$ cat config.mk
export PLATFORM = sky130hd
export DESIGN_NAME = legv8_fetch_unit_flat
export DESIGN_NICKNAME = d
export VERILOG_FILES = /design/src/rtl/legv8_pkg.sv /design/src/rtl/legv8_fetch_unit_if.sv /design/src/rtl/legv8_pc_next.sv /design/src/rtl/legv8_fetch_unit.sv /design/src/flat_wrapper.sv
export SDC_FILE = /design/constraint.sdc
export NUM_CORES = 1
export LEC_CHECK = 0
export ABC_AREA = 1
export BUFFER_PORTS_ARGS = -buffer_cell sky130_fd_sc_hd__buf_2
export CAP_MARGIN = 20
export CORE_ASPECT_RATIO = 0.8
export CORE_MARGIN = 3
export CORE_UTILIZATION = 46
export CTS_CLUSTER_SIZE = 24
export DETAILED_ROUTE_END_ITERATION = 6
export PLACE_DENSITY_LB_ADDON = 0.1
export SLEW_MARGIN = 5
export SYNTH_ARGS = -nofsm -noshare
export SYNTH_HDL_FRONTEND = slang
export SYNTH_SLANG_ARGS = --single-unit
$ cat constraint.sdc
create_clock -name clock -period 2.9 [get_ports clock]
set_input_delay 0.145 -clock clock [delete_from_list [all_inputs] [get_ports clock]]
set_output_delay 0.145 -clock clock [all_outputs]
set_load 0.01 [all_outputs]
$ cat src/rtl/legv8_pkg.sv
// rtl/legv8_pkg.sv - shared types and constants for the LEGv8 fetch stage
package legv8_pkg;

  localparam int INSTR_W = 32;
  localparam int ADDR_W  = 64;

  typedef enum logic [1:0] {
    ST_FETCH = 2'b00,
    ST_HOLD  = 2'b01,
    ST_FAULT = 2'b10
  } fetch_state_t;

  localparam logic [1:0] FC_NONE     = 2'b00;
  localparam logic [1:0] FC_MISALIGN = 2'b01;
  localparam logic [1:0] FC_TIMEOUT  = 2'b10;

endpackage

$ cat src/rtl/legv8_fetch_unit_if.sv
// rtl/legv8_fetch_unit_if.sv - instruction memory read bus between fetch unit and memory
interface legv8_fetch_unit_if;
  import legv8_pkg::*;

  logic               mem_req;
  logic [ADDR_W-1:0]  mem_addr;
  logic [INSTR_W-1:0] mem_rdata;
  logic               mem_ack;

  modport master (
    output mem_req,
    output mem_addr,
    input  mem_rdata,
    input  mem_ack
  );

  modport slave (
    input  mem_req,
    input  mem_addr,
    output mem_rdata,
    output mem_ack
  );

endinterface

$ cat src/rtl/legv8_pc_next.sv
// rtl/legv8_pc_next.sv - next-PC select (sequential or redirect) with word-alignment check
module legv8_pc_next
  import legv8_pkg::*;
(
  input  logic [ADDR_W-1:0] pc,
  input  logic              redirect,
  input  logic [ADDR_W-1:0] branch_target,
  output logic [ADDR_W-1:0] next_pc,
  output logic              misaligned
);

  logic [ADDR_W-1:0] w_seq_pc;

  // Sequential successor wraps modulo 2^64; no carry out is kept.
  assign w_seq_pc   = pc + ADDR_W'(4);
  assign next_pc    = redirect ? branch_target : w_seq_pc;
  assign misaligned = |next_pc[1:0];

endmodule

$ cat src/rtl/legv8_fetch_unit.sv
// rtl/legv8_fetch_unit.sv - PC register, instruction memory fetch FSM and instruction register
module legv8_fetch_unit
  import legv8_pkg::*;
#(
  parameter logic [63:0] RESET_PC       = 64'h0,
  parameter int          TIMEOUT_CYCLES = 16,
  parameter int          CNT_W          = 8
) (
  input  logic               clock,
  input  logic               reset,
  legv8_fetch_unit_if.master mem,
  input  logic               advance,
  input  logic               redirect,
  input  logic [ADDR_W-1:0]  branch_target,
  output logic [INSTR_W-1:0] instruction,
  output logic               instr_valid,
  output logic [ADDR_W-1:0]  pc,
  output logic               fault,
  output logic [1:0]         fault_code
);

  fetch_state_t       r_state, w_state_nxt;
  logic [ADDR_W-1:0]  r_pc, w_pc_nxt;
  logic [INSTR_W-1:0] r_instr, w_instr_nxt;
  logic [CNT_W-1:0]   r_cnt, w_cnt_nxt;
  logic [1:0]         r_fc, w_fc_nxt;
  logic               w_req;
  logic               w_valid;
  logic [ADDR_W-1:0]  w_next_pc;
  logic               w_misaligned;

  legv8_pc_next u_pc_next (
    .pc            (r_pc),
    .redirect      (redirect),
    .branch_target (branch_target),
    .next_pc       (w_next_pc),
    .misaligned    (w_misaligned)
  );

  always_ff @(posedge clock or posedge reset) begin
    if (reset) begin
      r_state <= ST_FETCH;
      r_pc    <= RESET_PC;
      r_instr <= '0;
      r_cnt   <= '0;
      r_fc    <= FC_NONE;
    end else begin
      r_state <= w_state_nxt;
      r_pc    <= w_pc_nxt;
      r_instr <= w_instr_nxt;
      r_cnt   <= w_cnt_nxt;
      r_fc    <= w_fc_nxt;
    end
  end

  always_comb begin
    w_state_nxt = r_state;
    w_pc_nxt    = r_pc;
    w_instr_nxt = r_instr;
    w_cnt_nxt   = r_cnt;
    w_fc_nxt    = r_fc;
    w_req       = 1'b0;
    w_valid     = 1'b0;
    case (r_state)
      ST_FETCH: begin
        w_req = 1'b1;
        if (mem.mem_ack) begin
          w_instr_nxt = mem.mem_rdata;
          w_cnt_nxt   = '0;
          w_state_nxt = ST_HOLD;
        end else begin
          w_cnt_nxt = r_cnt + CNT_W'(1);
          // The counter value seen here is the number of unacked cycles already spent.
          if (TIMEOUT_CYCLES != 0 && r_cnt == CNT_W'(TIMEOUT_CYCLES - 1)) begin
            w_state_nxt = ST_FAULT;
            w_fc_nxt    = FC_TIMEOUT;
          end
        end
      end
      ST_HOLD: begin
        w_valid = 1'b1;
        if (advance) begin
          if (w_misaligned) begin
            w_state_nxt = ST_FAULT;
            w_fc_nxt    = FC_MISALIGN;
          end else begin
            w_pc_nxt    = w_next_pc;
            w_state_nxt = ST_FETCH;
          end
        end
      end
      ST_FAULT: begin
        w_state_nxt = ST_FAULT;
      end
      default: begin
        w_state_nxt = ST_FAULT;
      end
    endcase
  end

  assign mem.mem_req  = w_req;
  assign mem.mem_addr = r_pc;
  assign instruction  = r_instr;
  assign instr_valid  = w_valid;
  assign pc           = r_pc;
  assign fault        = (r_state == ST_FAULT);
  assign fault_code   = r_fc;

endmodule

$ cat src/flat_wrapper.sv
// flat-port wrapper written by rule: the top's interface ports become plain ports
module legv8_fetch_unit_flat import legv8_pkg::*;
#(
  parameter logic [63:0] RESET_PC       = 64'h0,
  parameter int          TIMEOUT_CYCLES = 16,
  parameter int          CNT_W          = 8
)
  (clock, reset, advance, redirect, branch_target, instruction, instr_valid, pc, fault, fault_code, mem_mem_req, mem_mem_addr, mem_mem_rdata, mem_mem_ack);
  legv8_fetch_unit_if mem_i ();
  input  logic clock;
  input  logic reset;
  input  logic advance;
  input  logic redirect;
  input  logic [ADDR_W-1:0] branch_target;
  output logic [INSTR_W-1:0] instruction;
  output logic instr_valid;
  output logic [ADDR_W-1:0] pc;
  output logic fault;
  output logic [1:0] fault_code;
  output wire logic [$bits(mem_i.mem_req)-1:0] mem_mem_req;
  output wire logic [$bits(mem_i.mem_addr)-1:0] mem_mem_addr;
  input wire logic [$bits(mem_i.mem_rdata)-1:0] mem_mem_rdata;
  input wire logic [$bits(mem_i.mem_ack)-1:0] mem_mem_ack;
  assign mem_mem_req = mem_i.mem_req;
  assign mem_mem_addr = mem_i.mem_addr;
  assign mem_i.mem_rdata = mem_mem_rdata;
  assign mem_i.mem_ack = mem_mem_ack;
  legv8_fetch_unit #(.RESET_PC(RESET_PC), .TIMEOUT_CYCLES(TIMEOUT_CYCLES), .CNT_W(CNT_W)) u_core (.clock(clock), .reset(reset), .mem(mem_i), .advance(advance), .redirect(redirect), .branch_target(branch_target), .instruction(instruction), .instr_valid(instr_valid), .pc(pc), .fault(fault), .fault_code(fault_code));
endmodule
==> impl_metrics.py <==
metrics = {
    "status": {
        "status": "finished, final reports clean",
    },
    "hold_path": {
        "min_from": "branch_target[6]",
        "hold_class": "in -> reg",
    },
    "cts": {
        "cts.sinks": 108,
        "h-tree-depth": 3,
        "post_cts_buffers": 0,
        "root_buffer": "clkbuf_16",
        "ctsHoldBuffers": 32,
        "clkTransAtPathRegs_ns": 0.08,
        "cts.repair.resized": 0,
        "cts_made_buffers": 9,
        "insertion_delay_ns": 0.37,
        "clock_path_buffers": 2,
        "cts_tree": "yes",
    },
    "yosys": {
        "netlist.top_cell.by_area": "dfrtp_1",
        "ys_warn_count": 0,
        "netlist.area_leader.share_pct": 35.9,
        "ys_seq_elements": 108,
        "synth_cells": 1177,
        "synth_top_cells_by_area": "dfrtp_1 36%, nand2_1 21%, nor2_1 8.6%, buf_4 7.0%, inv_1 6.0%",
        "synth_cell_type_count": 39,
        "syn_nets": 1280,
        "yosysSeqAreaShare_pct": 35.9,
        "netlist_area_mm2": 0.00753,
        "avgSynthCellArea_um2": 6.40,
    },
    "setup_path": {
        "rrSetupSlack_ns": 0.84,
        "r2r_start": "u_core.mem.mem_addr[3]",
        "crit_top_cell": "nand2_1",
        "r2r-end": "u_core.mem.mem_addr[22]",
        "path_cells": "ha_1 -> nand2_2 -> nor2_8 -> nand2_4 -> inv_2 -> nand2_1 -> nor2_2 -> nand2_1 -> nand2_1 -> nand3_1 -> o21ai_1 -> inv_1",
        "worstPathMaxFanout": 6,
        "startpoint_type": "flip-flop",
        "required_ns": 3.16,
        "crit_arrival_ns": 2.32,
        "crit_path_end": "u_core.mem.mem_addr[22]",
        "path_class": "reg -> reg",
        "slowest_delay_ns": 0.44,
        "crit_slowest_cell": "dfrtp_1",
        "endpoint_kind": "flip-flop",
        "rr_worst_depth": 12,
        "startpoint": "u_core.mem.mem_addr[3]",
    },
    "finish": {
        "post_route_cells_drive_above_1_share_pct": 23.6,
        "final_common_cell": "nand2_1",
        "nets": 1500,
        "fin_util_pct": 58.0,
        "area_delta_synth_final_pct": 22.4,
        "diodes": 0,
        "stdcell_count": 1617,
        "most-common-layout-cells": "418 x nand2_1, 265 x buf_2, 173 x nor2_1, 119 x inv_1, 108 x dfrtp_1",
        "final_cell_area_mm2": 0.00922,
        "fill_cells": 1570,
    },
    "place": {
        "post-place-cells": 1567,
        "hpwl_um": 18400,
        "io_buffers": 265,
        "placed_cell_area_mm2": 0.00858,
        "place_worst_setup_slack_ns": 0.871,
        "gp_congestion": 0.977,
    },
    "power": {
        "power.density_mw_per_mm2": 697,
        "irDropWorstVdd_v": 0.000314,
        "leakage_nw": 5.16,
        "power_mw": 6.43,
    },
    "floorplanning": {
        "rows": 41,
        "die_x_um": 149,
        "chipHeight_um": 120,
        "fp.dieArea_mm2": 0.0179,
        "initial_utilization_pct": 47.3,
        "coreArea_mm2": 0.0159,
        "num_io_pins": 266,
    },
    "sta": {
        "fin_crit_ns": 2.06,
        "setup_violations": 0,
        "slew_violations": 0,
        "layout_setup_ws_ns": 0.836,
        "fin_setup_tns_ns": 0,
        "finalClockSkew_ns": 0.0162,
        "finalHoldViolations": 0,
        "finalCritPeriodShare_pct": 71.2,
        "rsz0062_at_grt": "no",
        "holdWs_ns": 0.0145,
        "slew_headroom_pct": 25.8,
        "clock.fmax_ghz": 0.484,
        "tightest_slew_ns": 1.11,
    },
    "routing": {
        "via_per_inst": 5.04,
        "wire_per_inst_um": 15.3,
        "dr.pass1.iters": 6,
        "drc": 0,
        "vias": 8142,
        "drt_iter0_drc": 862,
        "wl_um": 24800,
        "final_antenna_net_count": 0,
    },
    "global_routing": {
        "grt_pass1_vias": 7235,
        "track_usage_pct": 27.6,
        "grt_pass1_wl_um": 39300,
        "gr-total-overflow": 0,
        "grt_max_degree": 103,
        "antenna_found_initial": 0,
    },
    "flow_run": {
        "maxCapViolations": 0,
    },
}
==> state kept, by name, summed over array words and instances (netlist names) <==
register and flops:
u_core.fault_code 2, u_core.instruction 32, u_core.mem.mem_addr 64, u_core.r_cnt 8, u_core.r_state 2
==> worst min path at each step <==
| stage | end | slack, ns | cells after the start |
|---|---|---|---|
| finish | u_core.mem.mem_addr[6] | 0.01 | 3 |
| global route | u_core.mem.mem_addr[6] | 0.04 | 3 |
| CTS | u_core.mem.mem_addr[6] | 0.008 | 3 |
| detailed placement | u_core.instruction[28] | 0.35 | 3 |
| global placement | u_core.instruction[0] | 0.34 | 3 |
| floorplan | u_core.instruction[0] | 0.26 | 2 |
==> critical path: cells and delay by family, from the launching register on <==
kind                     cells  cell delay (ns)
AO/OA/AOI/OAI                1             0.09
adder cells (fa/ha/maj)      1             0.22
buffers and inverters        2             0.14
flip-flops                   1             0.44
AND/OR/NAND/NOR              8             1.05
==> synthesized netlist by cell type, drive strengths merged <==
library cell	number
a22o	1
or2	1
o211a	1
inv	125
o21ai	58
nor3b	1
a21boi	2
ha	2
nand3	83
a21oi	44
a22oi	2
buf	84
xor2	1
xnor2	2
nor2	192
and3	1
nor4	2
nand2	432
dfrtp	108
a21o	1
clkbuf	14
nand4	9
o22ai	1
nand3b	3
o31ai	1
o21bai	1
nor3	5
==> per-layer routing <==
layer	share of wire (%)	vias to the layer above	GRT usage (%)
met1	47	3688	42.6
met2	42	405	38.9
li1	-	4019	-
met5	0	-	0
met3	10	30	6.67
met4	1.2	0	6.17
==> power breakdown <==
part           switching (mW)  internal [mW]
sequential              0.696           2.05
clock                   0.649          0.608
combinational            1.40           1.03
total                    2.74           3.69
==> cells by family (layout without fill, tap and decap cells) <==
group | after synthesis | count (layout) | share of synthesized area (%)
simple gates | 729 | 729 | 40.7
buf+inv | 223 | 448 | 14.9
compound gates | 112 | 112 | 7.81
flops | 108 | 108 | 35.9
xor+xnor | 3 | 3 | 0.349
fa+ha+maj | 2 | 2 | 0.332
==> layout make-up <==
cell class | count | area (µm²) | area share (%)
clock buffers | 9 | 225 | 2.44
clock inverters | 7 | 67.6 | 0.733
inverters | 125 | 475 | 5.16
multi-input cells | 846 | 3720 | 40.3
flip-flops and latches | 108 | 2700 | 29.3
well taps | 215 | 269 | 2.92
repair buffers | 307 | 1760 | 19.1
(Power assumes the default switching activity.)
